File: src/rtl/serial_subtractor_pkg.sv
// serial_subtractor_pkg: shared FSM state type and default operand width
package serial_subtractor_pkg;
  localparam int WIDTH_DEF = 8;
  typedef enum logic [1:0] {IDLE, RUN, DONE} state_t;
endpackage

File: src/rtl/serial_subtractor_full_subtractor.sv
// full_subtractor: one-bit subtract with borrow-in and borrow-out
module full_subtractor (
  input  logic a,
  input  logic b,
  input  logic bin,
  output logic d,
  output logic bout
);
  assign d    = a ^ b ^ bin;
  assign bout = (~a & b) | (~(a ^ b) & bin);
endmodule

File: src/rtl/serial_subtractor.sv
// serial_subtractor: bit-serial unsigned A - B, LSB first, one bit per cycle
module serial_subtractor
  import serial_subtractor_pkg::*;
#(
  parameter int WIDTH = WIDTH_DEF
) (
  input  logic             clk,
  input  logic             rst_n,
  input  logic             start,
  input  logic [WIDTH-1:0] A,
  input  logic [WIDTH-1:0] B,
  output logic             busy,
  output logic             done,
  output logic [WIDTH-1:0] Diff,
  output logic             Borrow
);
  localparam int CW = $clog2(WIDTH + 1);
  state_t state_q, state_d;
  logic [WIDTH-1:0] a_q, a_d, b_q, b_d, res_q, res_d, diff_q, diff_d;
  logic [CW-1:0] cnt_q, cnt_d;
  logic bin_q, bin_d, borrow_q, borrow_d;
  logic d, bout;
  full_subtractor u_fs (
    .a   (a_q[0]),
    .b   (b_q[0]),
    .bin (bin_q),
    .d   (d),
    .bout(bout)
  );
  // Next state: shift one bit per RUN cycle; the last bit lands straight in Diff/Borrow
  always_comb begin
    state_d  = state_q;
    a_d      = a_q;
    b_d      = b_q;
    res_d    = res_q;
    diff_d   = diff_q;
    cnt_d    = cnt_q;
    bin_d    = bin_q;
    borrow_d = borrow_q;
    if (state_q == RUN) begin
      a_d   = a_q >> 1;
      b_d   = b_q >> 1;
      res_d = {d, res_q[WIDTH-1:1]};
      bin_d = bout;
      cnt_d = cnt_q + CW'(1);
      if (cnt_q == CW'(WIDTH - 1)) begin
        state_d  = DONE;
        diff_d   = {d, res_q[WIDTH-1:1]};
        borrow_d = bout;
      end
    end else if (start) begin
      state_d = RUN;
      a_d     = A;
      b_d     = B;
      res_d   = '0;
      bin_d   = 1'b0;
      cnt_d   = '0;
    end else begin
      state_d = IDLE;
    end
  end
  // State registers with asynchronous clear
  always_ff @(posedge clk or negedge rst_n) begin
    if (!rst_n) begin
      state_q  <= IDLE;
      a_q      <= '0;
      b_q      <= '0;
      res_q    <= '0;
      diff_q   <= '0;
      cnt_q    <= '0;
      bin_q    <= 1'b0;
      borrow_q <= 1'b0;
    end else begin
      state_q  <= state_d;
      a_q      <= a_d;
      b_q      <= b_d;
      res_q    <= res_d;
      diff_q   <= diff_d;
      cnt_q    <= cnt_d;
      bin_q    <= bin_d;
      borrow_q <= borrow_d;
    end
  end
  assign busy   = state_q == RUN;
  assign done   = state_q == DONE;
  assign Diff   = diff_q;
  assign Borrow = borrow_q;
endmodule

File: config.mk
export PLATFORM = sky130hd
export DESIGN_NAME = serial_subtractor
export DESIGN_NICKNAME = d
export VERILOG_FILES = /design/src/rtl/serial_subtractor_pkg.sv /design/src/rtl/serial_subtractor_full_subtractor.sv /design/src/rtl/serial_subtractor.sv
export SDC_FILE = /design/constraint.sdc
export NUM_CORES = 1
export LEC_CHECK = 0
export CAP_MARGIN = 20
export CORE_MARGIN = 1
export CORE_UTILIZATION = 50
export CTS_BUF_LIST = sky130_fd_sc_hd__clkbuf_4 sky130_fd_sc_hd__clkbuf_8
export CTS_CLUSTER_SIZE = 10
export DETAILED_ROUTE_END_ITERATION = 10
export PLACE_DENSITY_LB_ADDON = 0.1
export SYNTH_ARGS = -nofsm -noshare
export SYNTH_HDL_FRONTEND = slang
export SYNTH_SLANG_ARGS = --single-unit
File: constraint.sdc
create_clock -name clk -period 3.5 [get_ports clk]
set_clock_uncertainty 0.15 [all_clocks]
set_input_delay 0.7 -clock clk [delete_from_list [all_inputs] [get_ports clk]]
set_output_delay 0.7 -clock clk [all_outputs]
set_load 0.01 [all_outputs]
==> metrics.md, run 1 <==
| Metric | Value |
|---|---|
| Syn Inst Count | `149` |
| Yosys warning total | `0` |
| Vias in the first global route | `1185` |
| Area share of the largest cell type after synthesis | `0.5628` |
| Min-Delay Path Class | `in2async` |
| I/O pins | `30` |
| Setup TNS | `0 ps` |
| Final WL | `2796 µm` |
| Layout cells sized above 1 | `0.1341` |
| Final period util | `0.6849` |
| CP arrival | `1550 ps` |
| Initial DRC count | `30` |
| Final Net Count | `199` |
| Layout Cells excl Fill | `225` |
| Maximum buffer depth of the clock tree | `2` |
| Post-synth ARST share | `1.000` |
| Post-placement cell count | `217` |
| RePlAce Congestion | `0.6772` |
| Count leader, synth | `dfrtp_1` |
| Psw | `0.5780 mW` |
| Critical path class | `reg2out` |
| Reg clk slew, reported paths | `120 ps` |
| Cell area after synthesis | `1734 µm²` |
| Relative slew slack | `0.4316` |
| Worst stage delay on the critical path | `520 ps` |
| Initial antenna violation count | `0` |
| Syn_nets | `170` |
| Max IR drop VDD | `0.3299 mV` |
| Crit path launch type | `register` |
| Cell breakdown of the critical path | `nand2b_4, inv_2, clkdlybuf4s50_1` |
| Pint | `1.102 mW` |
| Fillers | `293` |
| Number of flops mapped to enable cells by yosys | `0` |
| Input/output buffers | `29` |
| Die area | `3708 µm²` |
| Met3 WL | `118 µm` |
| Critical path data required time | `2650 ps` |
| Final setup viols | `0` |
| Post-route setup slack | `1103 ps` |
| Post-DP HPWL | `1886 µm` |
| Net Sw Frac | `0.3441` |
| Clk sinks | `39` |
| CTS tree | `done` |
| Worst-margin pin slew | `852.6 ps` |
| Post-synth top cells | `39 x dfrtp_1, 32 x nand2_1, 18 x mux2i_1` |
| Resize count post-CTS | `0` |
| Synth area leaders | `dfrtp_1 56%, mux2i_1 10%, nand2_1 6.9%` |
| Maximum Capacitance Violations | `0` |
| Pre-CTS setup slack | `867.9 ps` |
| Top Layer Used | `met4` |
| RSZ-0062 raised after global routing | `no` |
| Synth-to-Final Area Change | `21.86%` |
| FF+latch area | `975.9 µm²` |
| Wire per inst | `12.43 µm` |
| Final count of pins violating max slew | `0` |
| Clock Tree Root | `clkbuf_4` |
| Main synth FF type | `dfrtp_1` |
| Skew-Pair Late Insertion Delay | `340 ps` |
| Metal-1 WL | `1275 µm` |
| Pwr/cell area | `794.8 nW/µm²` |
| CTS Hold Buffers Added | `0` |
| Vias per cell | `5.151` |
| Library cells used by synthesis | `22` |
| Fin crit period | `2397 ps` |
| Remaining DRCs | `0` |
| Area of the multi-input gates | `691.9 µm²` |
| Crit Path Max Fanout | `14` |
| Final hold violations | `0` |
| H-tree Lvls | `2` |
| Core box area | `3337 µm²` |
| Initial Utilization | `0.5197` |
| Fmax | `417.1 MHz` |
| Pre-antenna DRT Iters | `4` |
| Leakage | `0.9934 nW` |
| Run status | `finished, final reports clean` |
| Rows | `21` |
| Largest net degree at the start of global routing | `43` |
| GR Overflow Total | `0` |
| Vias | `1159` |
| Antenna Nets Post-Route | `0` |
| Count of state elements after synthesis | `39` |
| Diodes inserted | `0` |
| Clk pwr share | `0.160` |
| Setup crit end kind | `output pin` |
| Die X | `60.89 µm` |
| Die H | `60.89 µm` |
| Combinational fraction of design power | `0.384` |
| Register area share after synthesis | `0.5628` |
| GRT Total Usage | `0.1830` |
| Yosys top cell by area | `dfrtp_1` |
| Sequential power share | `0.455` |
| First-pass GRT wire length | `4926 µm` |
| Routed wl met2 | `1373 µm` |
| Worst path slowest cell | `clkdlybuf4s50_1` |
| Total CTS buffers | `5` |
| Setup Fix Bufs, Post-CTS | `0` |
| Avg Inst Size Synth | `11.64 µm²` |
[flip-flops by register name, summed over array words and instances, names as in the netlist]
| signal | count |
|---|---|
| Diff | 8 |
| a_q | 8 |
| b_q | 8 |
| res_q | 7 |
| cnt_q | 4 |
| state_q | 2 |
| Borrow | 1 |
| bin_q | 1 |
[power by group through the flow]
stage	clock (mW)	sequential [mW]	combinational (mW)
2_1_floorplan	0	0.771	0.434
3_3_place_gp	0	0.770	0.632
3_5_place_dp	0	0.777	0.656
4_1_cts	0.276	0.768	0.658
5_1_grt	0.296	0.793	0.732
6_report	0.269	0.765	0.645
[final cells by class]
cell class,count,area share
multi-input combinational,97,0.3274
clock buffer,8,0.03434
sequential,39,0.4618
tap,46,0.02724
inverter,4,0.007105
timing repair buffer,31,0.1421
[metrics by stage]
stage	total power, mW	hold WS [ps]	utilization	cell area (µm²)
floorplan	1.205	254.4	-	1734
detailed placement	1.434	326.1	0.6115	2041
CTS	1.702	333.7	0.6333	2113
finish	1.680	308.2	0.6333	2113
global placement	1.401	306.8	0.6115	2041
global route	1.820	358.3	0.6333	2113
[metal layers]
metal | track usage | vias up
li1 | - | 556
met1 | 0.2113 | 575
met2 | 0.3171 | 24
met3 | 0.06610 | 4
met4 | 0.05844 | 0
met5 | 0 | -
[critical path, delay by kind of cell, from the launching register on]
family	cells	cell delay, ps
buffers and inverters	2	600
AND/OR/NAND/NOR	1	220
flip-flops	1	390
[final timing paths]
check,end,start,slack (ps),cells past startpoint
max,busy,state_q[1]$_DFFE_PN0P_,1100,3
max in group asynchronous,cnt_q[3]$_DFFE_PN0P_,rst_n,2350,1
min in group clk,b_q[3]$_DFFE_PN0P_,b_q[4]$_DFFE_PN0P_,350,2
min,Diff[6]$_DFFE_PN0P_,rst_n,310,1
min reg2reg,b_q[3]$_DFFE_PN0P_,b_q[4]$_DFFE_PN0P_,350,2
max reg2reg,Diff[2]$_DFFE_PN0P_,state_q[1]$_DFFE_PN0P_,1680,3
[logic make-up after synthesis]
kind of cell	count (synthesis)	synth area share
XOR/XNOR	1	0.005051
adder cells (fa/ha/maj)	2	0.01876
multiplexers	28	0.1840
buffers and inverters	13	0.03823
AND/OR/NAND/NOR	50	0.1450
flip-flops	39	0.5628
AO/OA/AOI/OAI	16	0.04618
[layout by cell type, fill, tap and decap left out, drive strengths merged]
master	n
dfrtp	39
nand2	32
clkdlybuf4s50	28
mux2i	18
o21ai	16
mux2	10
nand3b	9
clkbuf	8
nor2	4
inv	4
buf	3
nand2b	1
and2b	1
nor3	1
nand3	1
xor2	1
or3	1
fa	1
ha	1
(Power assumes the default switching activity.)
==> run 2: changes to the inputs <==
--- a/config.mk
+++ b/config.mk
@@ -7,7 +7,7 @@
 export LEC_CHECK = 0
 export CAP_MARGIN = 20
 export CORE_MARGIN = 1
-export CORE_UTILIZATION = 50
+export CORE_UTILIZATION = 49
 export CTS_BUF_LIST = sky130_fd_sc_hd__clkbuf_4 sky130_fd_sc_hd__clkbuf_8
 export CTS_CLUSTER_SIZE = 10
 export DETAILED_ROUTE_END_ITERATION = 10
==> constraint.sdc (replaced) <==
create_clock -name clk -period 2.2 [get_ports clk]
set_clock_uncertainty 0.15 [all_clocks]
set_input_delay 0.44 -clock clk [delete_from_list [all_inputs] [get_ports clk]]
set_output_delay 0.44 -clock clk [all_outputs]
set_load 0.01 [all_outputs]
==> run 2 against run 1 <==
Clock-buffer cell count decreased by 2. Sequential power increased by 59%. Critical endpoint is now done. Setup slack got worse by 980 ps. Cell area increased by 3.5%. Largest cell class unchanged. Core utilization increased by 1.7 points. Final cell count increased by 2.7%.
==> metrics.md, run 2 (synthesis gave the netlist of run 1 again) <==
| Metric | Value |
|---|---|
| Run status | `finished, final reports clean` |
| Rows | `21 (unchanged)` |
| Final period util | `0.9453` |
| Worst path slowest cell | `clkdlybuf4s50_1` |
| Final Net Count | `205 (+3.0%)` |
| Setup crit end kind | `output pin` |
| CP arrival | `1490 ps (-60 ps)` |
| Initial DRC count | `41 (+37%)` |
| Total CTS buffers | `5 (unchanged)` |
| Fin util | `0.6503 (+0.01700)` |
| Net Sw Frac | `0.3362 (-0.007951)` |
| Reg clk slew, reported paths | `120 ps (about the same)` |
| CTS tree | `done` |
| Max IR drop VDD | `0.5992 mV (+82%)` |
| RSZ-0062 raised after global routing | `no` |
| Pint | `1.868 mW (+70%)` |
| Synth-to-Final Area Change | `26.12%` |
| Reg2reg setup slack | `520 ps (-1160 ps)` |
| Worst-margin pin slew | `483.4 ps (-369.2 ps)` |
| Final setup viols | `0 (unchanged)` |
| Fin crit period | `2080 ps` |
| First-pass GRT wire length | `4712 µm (-4.3%)` |
| GR Overflow Total | `0 (unchanged)` |
| H-tree Lvls | `2 (unchanged)` |
| Vias | `1159 (unchanged)` |
| Die X | `61.49 µm (+0.99%)` |
| Initial Utilization | `0.5156 (-0.004060)` |
| Maximum Capacitance Violations | `0 (unchanged)` |
| Largest net degree at the start of global routing | `43 (unchanged)` |
| Fmax | `480.8 MHz` |
| Clk sinks | `39 (unchanged)` |
| Leakage | `1.034 nW (+4.1%)` |
| Pwr/cell area | `1287 nW/µm² (+62%)` |
| Psw | `0.9459 mW (+64%)` |
| Vias in the first global route | `1054 (-11%)` |
| Die area | `3781 µm² (+2.0%)` |
| GRT Total Usage | `0.1752 (-0.007782)` |
| Wire per inst | `12.48 µm (+0.43%)` |
| Input/output buffers | `29 (unchanged)` |
| Crit path launch type | `register` |
| CP Buf/Inv Count | `1 (-1)` |
| Final WL | `2883 µm (+3.1%)` |
| Commonest non-fill, non-tap cell in the layout | `dfrtp_1` |
| Skew-Pair Late Insertion Delay | `340 ps (about the same)` |
| Post-DP HPWL | `1842 µm (-2.3%)` |
| Cell breakdown of the critical path | `and2b_1, clkdlybuf4s50_1` |
| Sequential power share | `0.433 (-0.022)` |
| Relative slew slack | `0.6777 (+0.2461)` |
| Critical path class | `reg2out` |
| Maximum buffer depth of the clock tree | `2 (unchanged)` |
| Layout cells sized above 1 | `0.1568 (+0.02268)` |
| RePlAce Congestion | `0.6742 (-0.44%)` |
| Initial antenna violation count | `0 (unchanged)` |
| I/O pins | `30 (unchanged)` |
| Setup TNS | `0 ps (unchanged)` |
| Critical path data required time | `1610 ps (-1040 ps)` |
| Combinational fraction of design power | `0.389 (+0.005)` |
| Clock Tree Root | `clkbuf_4` |
| Hold Path Stages | `2` |
| Pre-antenna DRT Iters | `4 (unchanged)` |
| CP top delay family | `buffers and inverters` |
| Vias per cell | `5.017 (-2.6%)` |
| Final count of pins violating max slew | `0 (unchanged)` |
| Remaining DRCs | `0 (unchanged)` |
| Crit Path Max Fanout | `2 (-12)` |
| Die H | `61.49 µm (+0.99%)` |
| Commonest non-fill, non-tap cells in the layout | `39 x dfrtp_1, 32 x nand2_1, 28 x clkdlybuf4s50_1` |
| Resize count post-CTS | `0 (unchanged)` |
| Critical Path Stages | `2 (-1)` |
| Min-Delay Path Class | `reg2reg` |
| Diodes inserted | `0 (unchanged)` |
| Worst stage delay on the critical path | `520 ps (about the same)` |
| Cells on worst reg2reg path | `5 (+2)` |
| Final hold violations | `0 (unchanged)` |
| Antenna Nets Post-Route | `0 (unchanged)` |
| Core box area | `3363 µm² (+0.79%)` |
| Clk pwr share | `0.177 (+0.017)` |
-- run 2: cell types whose count changed in the layout (fill, tap and decap cells not counted), sizes merged --
cell | previous run | this run
bufinv | 0 | 1
dlygate4sd3 | 0 | 1
clkbuf | 8 | 6
buf | 3 | 8
clkinv | 0 | 1
-- run 2: path summary, 6_finish.rpt --
path | startpoint | to
max | state_q[0]$_DFFE_PN0P_ | done
min | b_q[2]$_DFFE_PN0P_ | b_q[1]$_DFFE_PN0P_
max reg2reg | state_q[1]$_DFFE_PN0P_ | Diff[3]$_DFFE_PN0P_
min reg2reg | b_q[2]$_DFFE_PN0P_ | b_q[1]$_DFFE_PN0P_
max in group asynchronous | rst_n | b_q[7]$_DFFE_PN0P_
min in group asynchronous | rst_n | Diff[7]$_DFFE_PN0P_
-- run 2: cell type report --
type	instances	area [µm²]
well taps	46	57.56
fillers	292	1176
repair buffers	37	360.3
flip-flops and latches	39	975.9
clock buffers	6	51.30
inverters	4	15.01
clock inverters	2	35.03
multi-input cells	97	691.9
-- run 2: power groups by stage --
stage	Combinational [mW]	Clock [mW]	Sequential, mW
global route	1.23	0.554	1.27
finish	1.10	0.499	1.22
global placement	1.02	0	1.22
CTS	1.05	0.516	1.22
floorplan	0.691	0	1.23
detailed placement	1.05	0	1.24
-- run 2: what timing repair did --
item	in CTS	in global routing
endpoints found under the setup margin	0	1
setup buffers	0	3
hold buffers	1	0
endpoints found under the hold margin	30	0
-- run 2: layer usage --
metal  GRT usage  vias to the layer above  wire (µm)
li1            -                      572          -
met1      0.2212                      560       1308
met2      0.2765                       22       1434
met3     0.05042                        5         99
met4     0.08571                        0         40
met5           0                        -          0
-- run 2: worst reg2reg max path, cell delays in order, from the launching register on --
cell      delay (ps)
dfrtp_1          390
nand2b_4         170
buf_4            150
nor3_4           160
buf_4            240
mux2_4           320
-- run 2: metrics by stage --
stage	hold slack, ps	total power, mW	worst slack [ps]	cell area, µm²	std cells
2_1_floorplan	-5.591	1.917	712.0	1734	149
3_3_place_gp	312.2	2.246	441.3	2068	219
3_5_place_dp	321.6	2.287	416.3	2068	219
4_1_cts	350.3	2.794	30.98	2165	228
5_1_grt	380.6	3.056	36.73	2187	231
6_report	340.2	2.814	120.3	2187	231
==> run 3: changes to the inputs <==
--- a/config.mk
+++ b/config.mk
@@ -12,6 +12,7 @@
 export CTS_CLUSTER_SIZE = 10
 export DETAILED_ROUTE_END_ITERATION = 10
 export PLACE_DENSITY_LB_ADDON = 0.1
+export SKIP_CTS_REPAIR_TIMING = 1
 export SYNTH_ARGS = -nofsm -noshare
 export SYNTH_HDL_FRONTEND = slang
 export SYNTH_SLANG_ARGS = --single-unit
==> run 3 against run 2 <==
Die area unchanged. Routed wire length about the same. Fmax about the same. Global-route usage decreased by 0.089 points. Cell area unchanged. Final cell count unchanged. Sequential cell count unchanged. First-iteration DRC count decreased by 7.3%. Combinational power about the same. Setup slack improved by 0.58 ps. Critical path depth increased by 1. Sequential share of layout area unchanged. Critical path type unchanged. Largest power group unchanged.
==> metrics.md, run 3 (synthesis gave the netlist of run 1 again) <==
| Metric | Value |
|---|---|
| Largest net degree at the start of global routing | `43 (unchanged)` |
| I/O pins | `30 (unchanged)` |
| Skew-Pair Late Insertion Delay | `340 ps (about the same)` |
| CP top delay family | `buffers and inverters` |
| RePlAce Congestion | `0.6742 (unchanged)` |
| GR Overflow Total | `0 (unchanged)` |
| Input/output buffers | `29 (unchanged)` |
| Die X | `61.49 µm (unchanged)` |
| FF+latch area | `975.9 µm² (unchanged)` |
| GRT Total Usage | `0.1743 (-0.0008893)` |
| Clk sinks | `39 (unchanged)` |
| Leakage | `1.034 nW (unchanged)` |
| Pre-antenna DRT Iters | `4 (unchanged)` |
| Finished Cell Area | `2187 µm² (unchanged)` |
| Cell breakdown of the critical path | `nand2b_4, inv_2, clkdlybuf4s50_1` |
| Total power | `2.810 mW (-0.15%)` |
| Final count of pins violating max slew | `0 (unchanged)` |
| Maximum Capacitance Violations | `0 (unchanged)` |
| Initial Utilization | `0.5156 (unchanged)` |
| Crit Path Max Fanout | `6 (+4)` |
| Clock Tree Root | `clkbuf_4` |
| Rows | `21 (unchanged)` |
| Placed cell areas | `2068 µm² (unchanged)` |
| CTS tree | `done` |
| Reg clk slew, reported paths | `120 ps (about the same)` |
| Vias per cell | `5.048 (+0.60%)` |
| Fillers | `290 (-0.68%)` |
| Total CTS buffers | `5 (unchanged)` |
| Die H | `61.49 µm (unchanged)` |
| Relative slew slack | `0.6731 (-0.004603)` |
| Final period util | `0.9451 (about the same)` |
| H-tree Lvls | `2 (unchanged)` |
| Hold Slack | `341.0 ps (+0.8110 ps)` |
| CP Buf/Inv Count | `2 (+1)` |
| Vias in the first global route | `1042 (-1.1%)` |
| Post-DP HPWL | `1842 µm (unchanged)` |
| Final Net Count | `205 (unchanged)` |
| Maximum buffer depth of the clock tree | `2 (unchanged)` |
| Area of the multi-input gates | `691.9 µm² (unchanged)` |
| Final setup viols | `0 (unchanged)` |
| Final WL | `2881 µm (about the same)` |
| Layout Cells excl Fill | `231 (unchanged)` |
| Setup TNS | `0 ps (unchanged)` |
| Synth-to-Final Area Change | `26.12% (unchanged)` |
| Fmax | `481.0 MHz (about the same)` |
| Pwr/cell area | `1285 nW/µm² (-0.15%)` |
| Initial DRC count | `38 (-7.3%)` |
| Vias | `1166 (+0.60%)` |
| Max IR drop VDD | `0.6113 mV (+2.0%)` |
| Crit path launch type | `register` |
| Diodes inserted | `0 (unchanged)` |
| Post-placement cell count | `219 (unchanged)` |
| Layout cells sized above 1 | `0.1568 (unchanged)` |
| Run status | `finished, final reports clean` |
| Initial antenna violation count | `0 (unchanged)` |
| Remaining DRCs | `0 (unchanged)` |
| CP arrival | `1490 ps (about the same)` |
| Fin crit period | `2079 ps (-0.5790 ps)` |
| Worst path slowest cell | `clkdlybuf4s50_1` |
| Critical path class | `reg2out` |
| Setup crit end kind | `output pin` |
| Commonest non-fill, non-tap cell in the layout | `dfrtp_1` |
| Final hold violations | `0 (unchanged)` |
| Antenna Nets Post-Route | `0 (unchanged)` |
| Die area | `3781 µm² (unchanged)` |
| Core box area | `3363 µm² (unchanged)` |
| Worst stage delay on the critical path | `520 ps (about the same)` |
| Worst-margin pin slew | `490.3 ps (+6.904 ps)` |
| Min-Delay Path Class | `reg2reg` |
| RSZ-0062 raised after global routing | `no` |
| Commonest non-fill, non-tap cells in the layout | `39 x dfrtp_1, 32 x nand2_1, 28 x clkdlybuf4s50_1` |
| Critical path data required time | `1610 ps (about the same)` |
| Wire per inst | `12.47 µm (about the same)` |
| First-pass GRT wire length | `4685 µm (-0.57%)` |
-- run 3: cell counts in the layout (fill, tap and decap cells not counted) --
Identical to the previous run, type by type.
-- run 3: path summary, 6_finish.rpt --
path,start,slack [ps],end,depth (start not counted)
hold reg to reg,b_q[2]$_DFFE_PN0P_,340,b_q[1]$_DFFE_PN0P_,2
min in group asynchronous,rst_n,520,state_q[0]$_DFFE_PN0P_,3
setup / recovery,state_q[1]$_DFFE_PN0P_,120,busy,3
hold / removal,b_q[2]$_DFFE_PN0P_,340,b_q[1]$_DFFE_PN0P_,2
setup reg to reg,state_q[1]$_DFFE_PN0P_,520,Diff[3]$_DFFE_PN0P_,5
max in group asynchronous,rst_n,1030,b_q[3]$_DFFE_PN0P_,3
-- run 3: metal layers --
| layer | track usage | share of wire |
|---|---|---|
| met5 | 0 | 0 |
| met4 | 0.08571 | 0.014 |
| met3 | 0.05042 | 0.042 |
| met2 | 0.2734 | 0.49 |
| met1 | 0.2212 | 0.45 |
-- run 3: layout make-up --
class                           instances  area share
Clock buffer                            6     0.02346
Multi-Input combinational cell         97      0.3164
Tap cell                               46     0.02632
Sequential cell                        39      0.4462
Timing Repair Buffer                   37      0.1648
Inverter                                4    0.006865
Clock inverter                          2     0.01602
-- run 3: power by group --
| group | internal (mW) | switching (mW) |
|---|---|---|
| clock | 0.269 | 0.231 |
| combinational | 0.572 | 0.520 |
| sequential | 1.03 | 0.191 |
-- run 3: tightest hold or removal path: cells and delay by family (launching register included) --
family / cells / cell delay (ps)
compound gates: 1 / 60
simple gates: 1 / 50
flops: 1 / 360
-- run 3: through the flow --
step                      setup WS [ps]  utilization
after global routing              37.47       0.6503
after CTS                         30.98       0.6406
after global placement            441.3       0.6150
after floorplan                   712.0            -
after detailed placement          416.3       0.6150
final                             120.8       0.6503
